==> src/rtl/imem_loader.sv <==
// imem_loader
// Boot-time instruction memory loader. Accepts a byte stream framed as
// N[15:8], N[7:0], N big-endian 16-bit words, then one XOR checksum byte
// over the 2N data bytes. Each assembled word is written through a
// synchronous memory write port. The CPU is kept in reset until a frame
// with a matching checksum has been loaded.
//
// Ports:
//   clk        system clock, rising edge
//   rst        synchronous active-high reset
//   start      one-cycle load request, honoured in IDLE or DONE only
//   in_data    stream byte
//   in_valid   stream byte valid
//   in_ready   loader accepts a byte this cycle (depends on state only)
//   mem_we     instruction memory write enable (one-cycle pulse)
//   mem_addr   instruction memory word address
//   mem_wdata  instruction memory write data
//   cpu_rst    processor reset, 1 = held in reset
//   busy       load in progress
//   done       load finished (pass or fail), held until next start
//   err        load failed, held until next start
module imem_loader #(
  parameter int ADDR_W = 8  // supported range 1..15
) (
  input  logic              clk,
  input  logic              rst,
  input  logic              start,
  input  logic [7:0]        in_data,
  input  logic              in_valid,
  output logic              in_ready,
  output logic              mem_we,
  output logic [ADDR_W-1:0] mem_addr,
  output logic [15:0]       mem_wdata,
  output logic              cpu_rst,
  output logic              busy,
  output logic              done,
  output logic              err
);

  typedef enum logic [2:0] {
    S_IDLE,
    S_LEN_HI,
    S_LEN_LO,
    S_DATA_HI,
    S_DATA_LO,
    S_WRITE,
    S_CSUM,
    S_DONE
  } state_t;

  // Largest legal word count: the memory depth itself.
  localparam logic [16:0] DEPTH = 17'd1 << ADDR_W;

  state_t            state_reg, state_next;
  logic [15:0]       len_reg, len_next;
  logic [ADDR_W:0]   index_reg, index_next;
  logic [7:0]        hi_reg, hi_next;
  logic [7:0]        csum_reg, csum_next;
  logic [ADDR_W-1:0] addr_reg, addr_next;
  logic [15:0]       wdata_reg, wdata_next;
  logic              cpu_rst_reg, cpu_rst_next;
  logic              err_reg, err_next;

  logic              accept;
  logic [15:0]       len_full;
  logic [15:0]       index_ext;
  logic              last_word;

  // in_ready is a pure function of state so it never loops back to in_valid.
  always_comb begin
    in_ready = 1'b0;
    case (state_reg)
      S_LEN_HI, S_LEN_LO, S_DATA_HI, S_DATA_LO, S_CSUM: in_ready = 1'b1;
      default:                                          in_ready = 1'b0;
    endcase
  end

  assign accept    = in_valid && in_ready;
  // Length as it will be once the low byte currently on the bus is latched.
  assign len_full  = {len_reg[15:8], in_data};
  assign index_ext = 16'(index_reg);
  // Length is known nonzero whenever WRITE is reached, so len-1 cannot wrap.
  assign last_word = (index_ext == (len_reg - 16'd1));

  always_comb begin
    state_next   = state_reg;
    len_next     = len_reg;
    index_next   = index_reg;
    hi_next      = hi_reg;
    csum_next    = csum_reg;
    addr_next    = addr_reg;
    wdata_next   = wdata_reg;
    cpu_rst_next = cpu_rst_reg;
    err_next     = err_reg;

    case (state_reg)
      S_IDLE, S_DONE: begin
        if (start) begin
          state_next   = S_LEN_HI;
          cpu_rst_next = 1'b1;
          err_next     = 1'b0;
          csum_next    = 8'd0;
          index_next   = '0;
        end
      end
      S_LEN_HI: begin
        if (accept) begin
          len_next   = {in_data, len_reg[7:0]};
          state_next = S_LEN_LO;
        end
      end
      S_LEN_LO: begin
        if (accept) begin
          len_next = len_full;
          if (len_full == 16'd0 || {1'b0, len_full} > DEPTH) begin
            state_next = S_DONE;
            err_next   = 1'b1;
          end else begin
            state_next = S_DATA_HI;
          end
        end
      end
      S_DATA_HI: begin
        if (accept) begin
          hi_next    = in_data;
          csum_next  = csum_reg ^ in_data;
          state_next = S_DATA_LO;
        end
      end
      S_DATA_LO: begin
        if (accept) begin
          wdata_next = {hi_reg, in_data};
          addr_next  = index_reg[ADDR_W-1:0];
          csum_next  = csum_reg ^ in_data;
          state_next = S_WRITE;
        end
      end
      S_WRITE: begin
        if (last_word) begin
          state_next = S_CSUM;
        end else begin
          index_next = index_reg + 1'b1;
          state_next = S_DATA_HI;
        end
      end
      S_CSUM: begin
        if (accept) begin
          state_next = S_DONE;
          if (in_data == csum_reg) begin
            err_next     = 1'b0;
            cpu_rst_next = 1'b0;
          end else begin
            err_next     = 1'b1;
          end
        end
      end
      default: state_next = S_IDLE;
    endcase
  end

  always_ff @(posedge clk) begin
    if (rst) begin
      state_reg   <= S_IDLE;
      len_reg     <= 16'd0;
      index_reg   <= '0;
      hi_reg      <= 8'd0;
      csum_reg    <= 8'd0;
      addr_reg    <= '0;
      wdata_reg   <= 16'd0;
      cpu_rst_reg <= 1'b1;
      err_reg     <= 1'b0;
    end else begin
      state_reg   <= state_next;
      len_reg     <= len_next;
      index_reg   <= index_next;
      hi_reg      <= hi_next;
      csum_reg    <= csum_next;
      addr_reg    <= addr_next;
      wdata_reg   <= wdata_next;
      cpu_rst_reg <= cpu_rst_next;
      err_reg     <= err_next;
    end
  end

  assign mem_we    = (state_reg == S_WRITE);
  assign mem_addr  = addr_reg;
  assign mem_wdata = wdata_reg;
  assign cpu_rst   = cpu_rst_reg;
  assign err       = err_reg;
  assign done      = (state_reg == S_DONE);
  assign busy      = (state_reg != S_IDLE) && (state_reg != S_DONE);

endmodule
==> config.mk <==
export PLATFORM = sky130hd
export DESIGN_NAME = imem_loader
export DESIGN_NICKNAME = d
export VERILOG_FILES = /design/src/rtl/imem_loader.sv
export SDC_FILE = /design/constraint.sdc
export NUM_CORES = 1
export LEC_CHECK = 0
export BUFFER_PORTS_ARGS = -buffer_cell sky130_fd_sc_hd__clkbuf_2
export CAP_MARGIN = 30
export CORE_MARGIN = 2
export CORE_UTILIZATION = 60
export CTS_BUF_LIST = sky130_fd_sc_hd__clkbuf_4
export DETAILED_ROUTE_END_ITERATION = 8
export PLACE_DENSITY = 0.87
export SETUP_SLACK_MARGIN = 0.4
export SLEW_MARGIN = 20
export SYNTH_ARGS = -nofsm -noshare
export SYNTH_HDL_FRONTEND = slang
export SYNTH_SLANG_ARGS = --single-unit
==> constraint.sdc <==
create_clock -name clk -period 3.6 [get_ports clk]
set_clock_uncertainty 0.2 [all_clocks]
set_input_delay 0.36 -clock clk [delete_from_list [all_inputs] [get_ports clk]]
set_output_delay 0.36 -clock clk [all_outputs]
set_load 0.05 [all_outputs]
==> results.sh <==
export IMPL_root_buffer="clkbuf_4"
export IMPL_placed_area_um2=3770
export IMPL_power_frac_seq_pct=42.7
export IMPL_die_h_um=80.7
export IMPL_crit_required_ps=3720
export IMPL_rsz0062_at_grt="false"
export IMPL_regToRegSetupSlack_ps=560
export IMPL_layout_drive_gt1_share_pct=16.3
export IMPL_p_switching_mw=0.860
export IMPL_ys_warn_count=0
export IMPL_first_iter_violations=201
export IMPL_p_comb_share_pct=37.5
export IMPL_cts_tree="built"
export IMPL_hp_class="primary input to register"
export IMPL_synth_cell_area_um2=3530
export IMPL_synth_main_ff_cell="dfxtp_1"
export IMPL_worstMarginPinSlew_ps=946
export IMPL_end_kind="register"
export IMPL_dieWidth_um=80.7
export IMPL_synth_area_top_cells="dfxtp_1 (40%), mux2i_1 (8.8%), a21oi_1 (7.2%)"
export IMPL_syn_nets=457
export IMPL_setup_viol=0
export IMPL_critPathMaxFanout=7
export IMPL_post_drt_wl_per_cell_um=15.3
export IMPL_avgSynthCellArea_um2=8.04
export IMPL_multi_input_area_um2=2000
export IMPL_arrival_ps=3160
export IMPL_ys_types=51
export IMPL_ctsHoldBuffers=0
export IMPL_hpwl_mm=5.89
export IMPL_async_flop_share_pct=0
export IMPL_htreeDepth=3
export IMPL_intPower_mw=1.24
export IMPL_drt_wl_total_mm=8.36
export IMPL_cts_buffer_depth=2
export IMPL_drv_cap=0
export IMPL_ir_worst_vdd_mv=0.499
export IMPL_cp_slowest_cell="or4b_4"
export IMPL_dr_pass1_iters=5
export IMPL_p_leak_nw=1.51
export IMPL_grt_total_usage_pct=27.7
export IMPL_synth_top_cells_by_count="dfxtp_1 (70), nand2_1 (67), a21oi_1 (51)"
export IMPL_hold_viol_final=0
export IMPL_ff2ff_path_depth=10
export IMPL_fin_crit_ps=3040
export IMPL_grt_pass1_wl_mm=14.0
export IMPL_ys_seq_area_share_pct=39.7
export IMPL_power_density_nw_per_um2=537
export IMPL_vias=3214
export IMPL_grt_ovfl_total=0
export IMPL_antenna_found_initial=0
export IMPL_period_share_pct=84.5
export IMPL_io_pins=42
export IMPL_core_um2=5610
export IMPL_area_growth_pct=10.8
export IMPL_synthMostInstantiatedCell="dfxtp_1"
export IMPL_setup_slack_ps=559
export IMPL_swShare_pct=40.9
export IMPL_drc=0
export IMPL_cpPeakStageDelay_ps=510
export IMPL_synth_top_cell_area_share_pct=39.7
export IMPL_rows=27
export IMPL_grt_max_degree=54
export IMPL_clkSinkCount=70
export IMPL_start_util_pct=63.0
export IMPL_vias_per_cell=5.90
export IMPL_ant_nets=0
export IMPL_synthCells=439
export IMPL_fin_setup_tns_ps=0
export IMPL_fillers=482
export IMPL_critical_path_class="register to register"
export IMPL_status="completed"
export IMPL_die_area_um2=6510
export IMPL_seq_area_um2=1400
export IMPL_slew_viol_final=0
export IMPL_clock_power_share_pct=19.8
export IMPL_synth_enable_flop_cells=0
export IMPL_startpoint_type="register"
export IMPL_r2r_start="len_reg[1]"
export IMPL_clk_pin_slew_worst_paths_ps=110
export IMPL_port_buffers=41
export IMPL_ys_seq_elements=70
export IMPL_synth_top_area_cell="dfxtp_1"
export IMPL_insertion_delay_ps=420
export IMPL_r2r_end="index_reg[0]"
export IMPL_gp_congestion=0.979
export IMPL_fin_area_um2=3910
export IMPL_layout_nets=487
export IMPL_grt_pass1_vias=3007
export IMPL_relSlewSlack_pct=36.8
export IMPL_dpl_worst_slack_ps=337
export IMPL_setup_worst_path_end="index_reg[0]"
export IMPL_timing_fmax_mhz=329
export IMPL_cts_buffers=9
export IMPL_crit_path_start="len_reg[1]"
export IMPL_min_from="in_data[7]"
export IMPL_cp_cell_sequence="inv_2, ha_4, or4b_4, or4b_1, o21ai_1, o22ai_1, nor4_4, buf_4, a21boi_2, mux2_4"
export IMPL_n_antenna_cell=0
## layer usage
metal | wire length [um] | share of wire [%] | vias up | track usage [%]
li1 | - | - | 1590 | -
met4 | 118 | 1.4 | 0 | 8.64
met3 | 505 | 6.0 | 12 | 6.85
met2 | 4080 | 49 | 106 | 47.5
met5 | 0 | 0 | - | 0
met1 | 3660 | 44 | 1506 | 34.4
## worst max-delay path: cells and delay by family, from the launching register on
family,cells,cell delay (ps)
buf+inv,2,280
compound gates,3,330
simple gates,3,1290
flops,1,370
fa+ha+maj,1,150
mux,1,300
## worst min-delay path by stage
stage          cells past startpoint            end  slack (ps)
5_1_grt                            3   mem_wdata[7]          60
6_report                           3   mem_wdata[7]          90
3_5_place_dp                       2   mem_wdata[3]         250
4_1_cts                            3   mem_wdata[7]          70
2_1_floorplan                      2  mem_wdata[10]         230
3_3_place_gp                       2   mem_wdata[8]         240
## layout make-up
type	count	area share, %
Multi-Input combinational cell	327	51.2
Sequential cell	70	35.8
Timing Repair Buffer	49	6.78
Tap cell	72	2.30
Clock buffer	9	1.73
Inverter	12	1.15
Clock inverter	6	1.02
## what timing repair did
item                       CTS  global route
resized for setup            1             5
setup endpoints to repair    6            10
pin swaps                    1             0
setup buffers                2             0
## per-stage QoR
stage                     power (mW)  cells  hold WS, ps  util, %
after global placement          1.66    528          240     67.3
after detailed placement        1.68    528          246     67.3
after global routing            2.23    545         60.0     69.8
after floorplan                 1.51    439          232        -
after CTS                       2.10    545         67.8     69.5
final                           2.10    545         86.0     69.8
## cells in the final DEF, fill, tap and decap left out, drive strengths merged, types with 2 or more instances in the layout
| cell | netlist | final |
|---|---|---|
| nand2 | 67 | 67 |
| dfxtp | 70 | 70 |
| clkinv | 1 | 6 |
| a211o | 3 | 3 |
| clkbuf | 29 | 50 |
| nand3 | 4 | 4 |
| o41ai | 2 | 2 |
| o31ai | 2 | 2 |
| inv | 11 | 11 |
| nand3b | 12 | 12 |
| a21oi | 51 | 51 |
| nand2b | 11 | 11 |
| buf | 1 | 8 |
| nor2b | 2 | 2 |
| o21ai | 12 | 12 |
| nor4 | 8 | 8 |
| nor3 | 8 | 8 |
| or4b | 2 | 2 |
| and3 | 2 | 2 |
| xor2 | 5 | 5 |
| nand4 | 9 | 9 |
| nor2 | 48 | 48 |
| or4 | 3 | 3 |
| ha | 6 | 6 |
| xnor2 | 12 | 12 |
| mux2i | 31 | 31 |
| a211oi | 4 | 4 |
| o211ai | 3 | 3 |
## kinds of logic (layout without fill, tap and decap cells)
family          after synthesis  in the layout  share of synthesized area (%)
simple gates                182            182                           25.0
compound gates               90             90                           15.3
flops                        70             70                           39.7
buf+inv                      42             76                           4.50
mux                          32             32                           9.21
xor+xnor                     17             17                           4.22
fa+ha+maj                     6              6                           2.13
## power groups by stage
| stage | Clock (mW) | Sequential (mW) | Combinational [mW] |
|---|---|---|---|
| 2_1_floorplan | 0 | 0.921 | 0.586 |
| 3_3_place_gp | 0 | 0.908 | 0.756 |
| 3_5_place_dp | 0 | 0.913 | 0.767 |
| 4_1_cts | 0.431 | 0.895 | 0.775 |
| 5_1_grt | 0.464 | 0.908 | 0.859 |
| 6_report | 0.417 | 0.897 | 0.789 |
(Power assumes the default switching activity.)
